### src/rtl/regfile_param.sv
// Parametrised register file: two async read ports, one debug read port, synchronous write,
// post-reset zero sweep and per-register pending-write scoreboard. Optional macro: REGFILE_BYPASS_EN.
module regfile_param #(
  parameter int DATA_W = 32,
  parameter int ADDR_W = 5
) (
  input  logic              clk,
  input  logic              reset,
  output logic              ready,
  input  logic              wen,
  input  logic [ADDR_W-1:0] waddr,
  input  logic [DATA_W-1:0] wdata,
  input  logic [ADDR_W-1:0] raddr1,
  output logic [DATA_W-1:0] rdata1,
  input  logic [ADDR_W-1:0] raddr2,
  output logic [DATA_W-1:0] rdata2,
  input  logic              iss_en,
  input  logic [ADDR_W-1:0] iss_addr,
  output logic              busy1,
  output logic              busy2,
  input  logic [ADDR_W-1:0] test_addr,
  output logic [DATA_W-1:0] test_data
);

  localparam int DEPTH = 2 ** ADDR_W;

  typedef enum logic {
    S_INIT = 1'b0,
    S_RUN  = 1'b1
  } state_t;

  state_t            state;
  state_t            state_next;
  logic [ADDR_W-1:0] clr_ptr;
  logic [ADDR_W-1:0] clr_ptr_next;

  logic [DATA_W-1:0] rf [DEPTH];
  logic [DEPTH-1:0]  pend;

  logic              run;
  logic              wr_en;
  logic              iss_ok;
  logic [DEPTH-1:0]  set_mask;
  logic [DEPTH-1:0]  clr_mask;
  logic              byp1;
  logic              byp2;

  assign run    = (state == S_RUN);
  assign wr_en  = run && wen && (waddr != '0);
  assign iss_ok = run && iss_en && (iss_addr != '0);

  // Sweep FSM: clr_ptr walks 1..DEPTH-1; the final increment wraps it back to 0.
  always_comb begin
    state_next   = state;
    clr_ptr_next = clr_ptr;
    case (state)
      S_INIT: begin
        clr_ptr_next = clr_ptr + 1'b1;
        if (clr_ptr == {ADDR_W{1'b1}}) begin
          state_next = S_RUN;
        end
      end
      S_RUN: begin
        state_next = S_RUN;
      end
      default: begin
        state_next = S_INIT;
      end
    endcase
  end

  always_ff @(posedge clk) begin
    if (reset) begin
      state   <= S_INIT;
      clr_ptr <= ADDR_W'(1);
      ready   <= 1'b0;
    end else begin
      state   <= state_next;
      clr_ptr <= clr_ptr_next;
      ready   <= (state_next == S_RUN);
    end
  end

  // Entry 0 is never written; every read of index 0 is forced to zero instead.
  always_ff @(posedge clk) begin
    if (!reset) begin
      if (!run) begin
        rf[clr_ptr] <= '0;
      end else if (wr_en) begin
        rf[waddr] <= wdata;
      end
    end
  end

  always_comb begin
    set_mask = '0;
    clr_mask = '0;
    if (iss_ok) begin
      set_mask = DEPTH'(1) << iss_addr;
    end
    if (wr_en) begin
      clr_mask = DEPTH'(1) << waddr;
    end
  end

  // A new issue to a register that is retiring this edge leaves it pending.
  always_ff @(posedge clk) begin
    if (reset) begin
      pend <= '0;
    end else if (run) begin
      pend <= ((pend & ~clr_mask) | set_mask) & ~DEPTH'(1);
    end
  end

`ifdef REGFILE_BYPASS_EN
  assign byp1 = wr_en && (waddr == raddr1);
  assign byp2 = wr_en && (waddr == raddr2);
`else
  assign byp1 = 1'b0;
  assign byp2 = 1'b0;
`endif

  always_comb begin
    rdata1    = '0;
    rdata2    = '0;
    test_data = '0;
    busy1     = 1'b0;
    busy2     = 1'b0;
    if (run) begin
      if (raddr1 != '0) begin
        rdata1 = byp1 ? wdata : rf[raddr1];
        busy1  = pend[raddr1] && !byp1;
      end
      if (raddr2 != '0) begin
        rdata2 = byp2 ? wdata : rf[raddr2];
        busy2  = pend[raddr2] && !byp2;
      end
      if (test_addr != '0) begin
        test_data = rf[test_addr];
      end
    end
  end

endmodule
### config.mk
export PLATFORM = sky130hd
export DESIGN_NAME = regfile_param
export DESIGN_NICKNAME = d
export VERILOG_FILES = /design/src/rtl/regfile_param.sv
export SDC_FILE = /design/constraint.sdc
export NUM_CORES = 2
export LEC_CHECK = 0
export CAP_MARGIN = 30
export CORE_AREA = 2 2 457 459
export DETAILED_ROUTE_END_ITERATION = 10
export DIE_AREA = 0 0 459 461
export DONT_BUFFER_PORTS = 1
export PLACE_DENSITY_LB_ADDON = 0.2
export RECOVER_POWER = 100
export SYNTH_ARGS = -nofsm -noshare
export SYNTH_HDL_FRONTEND = slang
export SYNTH_SLANG_ARGS = --single-unit
### constraint.sdc
create_clock -name clk -period 5.65 [get_ports clk]
set_input_delay 0.2825 -clock clk [delete_from_list [all_inputs] [get_ports clk]]
set_output_delay 0.2825 -clock clk [all_outputs]
set_load 0.1 [all_outputs]
==> impl_metrics.yaml <==
detailed_routing:
  drt_wl_total_um: 212000
  postRouteAntennaNets: 0
  vias: 33800
  via_per_inst: 5.78
  routedWlPerCell_um: 36.3
  drt_pass1_iterations: 5
  post-route-drc-count: 0
  drtIter0Drc: 3607
yosys:
  synthSimpleGateAreaFrac_pct: 1.72
  async_flop_share_pct: 0
  synth_common_cells: "edfxtp_1, mux4_2, mux2i_1, clkbuf_1, buf_2"
  synth_compound_area_share_pct: 3.64
  synth_edf_count: 1024
  yosysMostFrequentCell: "edfxtp_1"
  netlist_instances: 2974
  synthAdderAreaFrac_pct: 0.0434
  synth_cell_types: 49
  syn_area_per_cell_sq_um: 19.4
  ys_seq_area_share_pct: 54.6
  synthFlopType: "edfxtp_1"
  synth_top_family_by_area: "multiplexers"
  syn_area_sq_mm: 0.0577
  yosysTopAreaCell: "edfxtp_1"
  ys_top_cells_by_area: "edfxtp_1, mux4_2, mux2i_1, dfxtp_1, o221ai_1"
  yosys_warnings: 0
  netlist.area_leader.share_pct: 53.3
  synth_xor_area_share_pct: 0.0304
  synthMuxAreaShare_pct: 37.6
  ys_ff_latch: 1061
  synth_nets: 3037
timing:
  period_minus_slack_ps: 5140
  setup_violations: 0
  hold_ws_ps: 73.2
  skew_ps: 42.2
  fin_ws_ps: 511
  hold_violations: 0
  fin_crit_sh_pct: 91.0
  finalMaxSlewViolations: 747
  max-slew-margin-rel_pct: -100
  final.setup.tns_ps: 0
  tightest_slew_ps: 3000
  max_freq_ghz: 0.195
  rsz0062_at_grt: "false"
setup_path:
  cp.required_ps: 5370
  endpoint_kind: "primary output"
  r2r-start: "run$_SDFF_PP0_"
  path_class: "in -> out"
  start_kind: "input port"
  critPathLaunch: "raddr1[1]"
  worstPathArrival_ps: 4860
  cp_max_fo: 212
cells_and_area:
  drive_gt1_share_pct: 37.2
  synthToLayoutAreaGrowth_pct: 14.2
  fin_cells: 5850
  stdcell_area_sq_mm: 0.0658
  final_nets: 3101
global_routing:
  antenna_found_initial: 17
  grt_pass1_wl_um: 293000
  first_global_vias: 35100
  grtUsageTotal_pct: 19.9
  grt_overflow: 0
  grt_max_degree: 273
floorplanning:
  die_y_um: 461
  rows: 167
  top_level_ports: 160
  coreArea_sq_mm: 0.206
  initial_core_util_pct: 27.9
  die_w_um: 459
  dieArea_sq_mm: 0.212
place:
  dp.cells: 5581
  dpl_worst_slack_ps: 1780
  routabilityCongestion: 0.822
  placed_area_sq_mm: 0.0626
  dp_hpwl_um: 120000
  portBuffers: 0
clock_tree:
  root_buffer: "clkbuf_16"
  numCtsBuffers: 117
  htreeDepth: 3
  cts_tree: "yes"
  cts.sinks: 1061
  cts.reportedPaths.clkPinSlew_ps: 60
  clk_latency_ps: 790
  clockBufferDepth: 3
  cts_setup_buffers: 0
power:
  cellPowerDensity_mw_per_mm2: 262
  max-vdd-ir-drop_v: 0.000265
  leakage_nw: 18.8
hold_path:
  hold_path_class: "in -> reg"
  min_from: "waddr[4]"
run_status:
  violations: "max-capacitance violations, max-slew violations"
  status: "complete, but fails checks"
job:
  drv_cap: 31
-- critical path, cell delays in order --
cell       delay (ps)
clkinv_1          660
clkbuf_1         1400
a31oi_1           200
a2bb2oi_1         240
o311ai_0          210
a311oi_4          410
clkbuf_1          900
-- state kept, by name, summed over array words and instances (netlist names) --
register	flops
run	1
pend	31
rf	1024
clr_ptr	5
-- metrics by stage --
step	util, %	power, mW
final	31.9	17.2
after global routing	31.9	17.7
after CTS	32.3	17.4
after detailed placement	30.3	9.75
after global placement	29.9	9.75
after floorplan	-	9.79
-- path summary, 6_finish.rpt --
kind	endpoint	slack, ps	depth (start not counted)
max	busy1	510	7
min	pend[10]$_SDFFE_PP0P_	70	3
max reg2reg	rf[11][23]$_DFFE_PP_	780	7
min reg2reg	pend[13]$_SDFFE_PP0P_	500	2
-- cell type report --
class	instances	area (sq um)
fill	19900	141000
sequential	1061	31500
multi-input combinational	1632	25500
tap	2704	3380
clock buffer	146	3130
timing repair buffer	221	1710
clock inverter	67	592
antenna	14	35.0
inverter	5	26.3
-- what timing repair did --
| action | CTS | global route |
|---|---|---|
| setup endpoints to repair | 0 | 0 |
| hold buffers | 42 | 0 |
| endpoints found under the hold margin | 83 | 0 |
| resized for setup | 0 | 0 |
-- layer usage --
metal	vias to the layer above	track usage, %	routed length, um
met5	-	0	41
met4	6	7.54	9270
met3	333	3.18	12900
met2	1392	33.4	104000
met1	18700	25.7	85900
li1	13400	-	-
-- power breakdown --
group / total (mW) / internal [mW] / switching, mW
logic: 0.990 / 0.610 / 0.380
clock network: 7.61 / 4.24 / 3.37
registers: 8.63 / 8.59 / 0.0478
total: 17.2 / 13.4 / 3.80
-- logic make-up (layout without fill, tap and decap cells) --
| group | after synthesis | after routing |
|---|---|---|
| multiplexers | 1150 | 1150 |
| flip-flops | 1061 | 1061 |
| XOR/XNOR | 2 | 2 |
| adder cells (fa/ha/maj) | 2 | 2 |
| AND/OR/NAND/NOR | 201 | 201 |
| AO/OA/AOI/OAI | 277 | 277 |
| other | 0 | 14 |
| buffers and inverters | 281 | 439 |
-- layout by cell type (no fill, tap or decap), types with 7 or more instances in the layout --
cell	instances
mux2i_1	338
clkinv_1	27
nor2_1	31
diode_2	14
nor3_1	14
a21oi_1	33
clkbuf_1	86
nand2b_1	9
nand3_1	13
dfxtp_1	37
buf_4	47
a31o_1	31
o221ai_2	61
bufinv_16	7
mux4_1	18
mux4_2	791
clkinv_2	22
and2_0	29
dlygate4sd3_1	41
nand2_1	49
clkbuf_2	48
o21ai_0	33
clkbuf_16	119
o22a_1	65
buf_12	15
nor2_4	15
o22ai_1	31
edfxtp_1	1024
No activity file was read; power rests on OpenSTA's default activity.
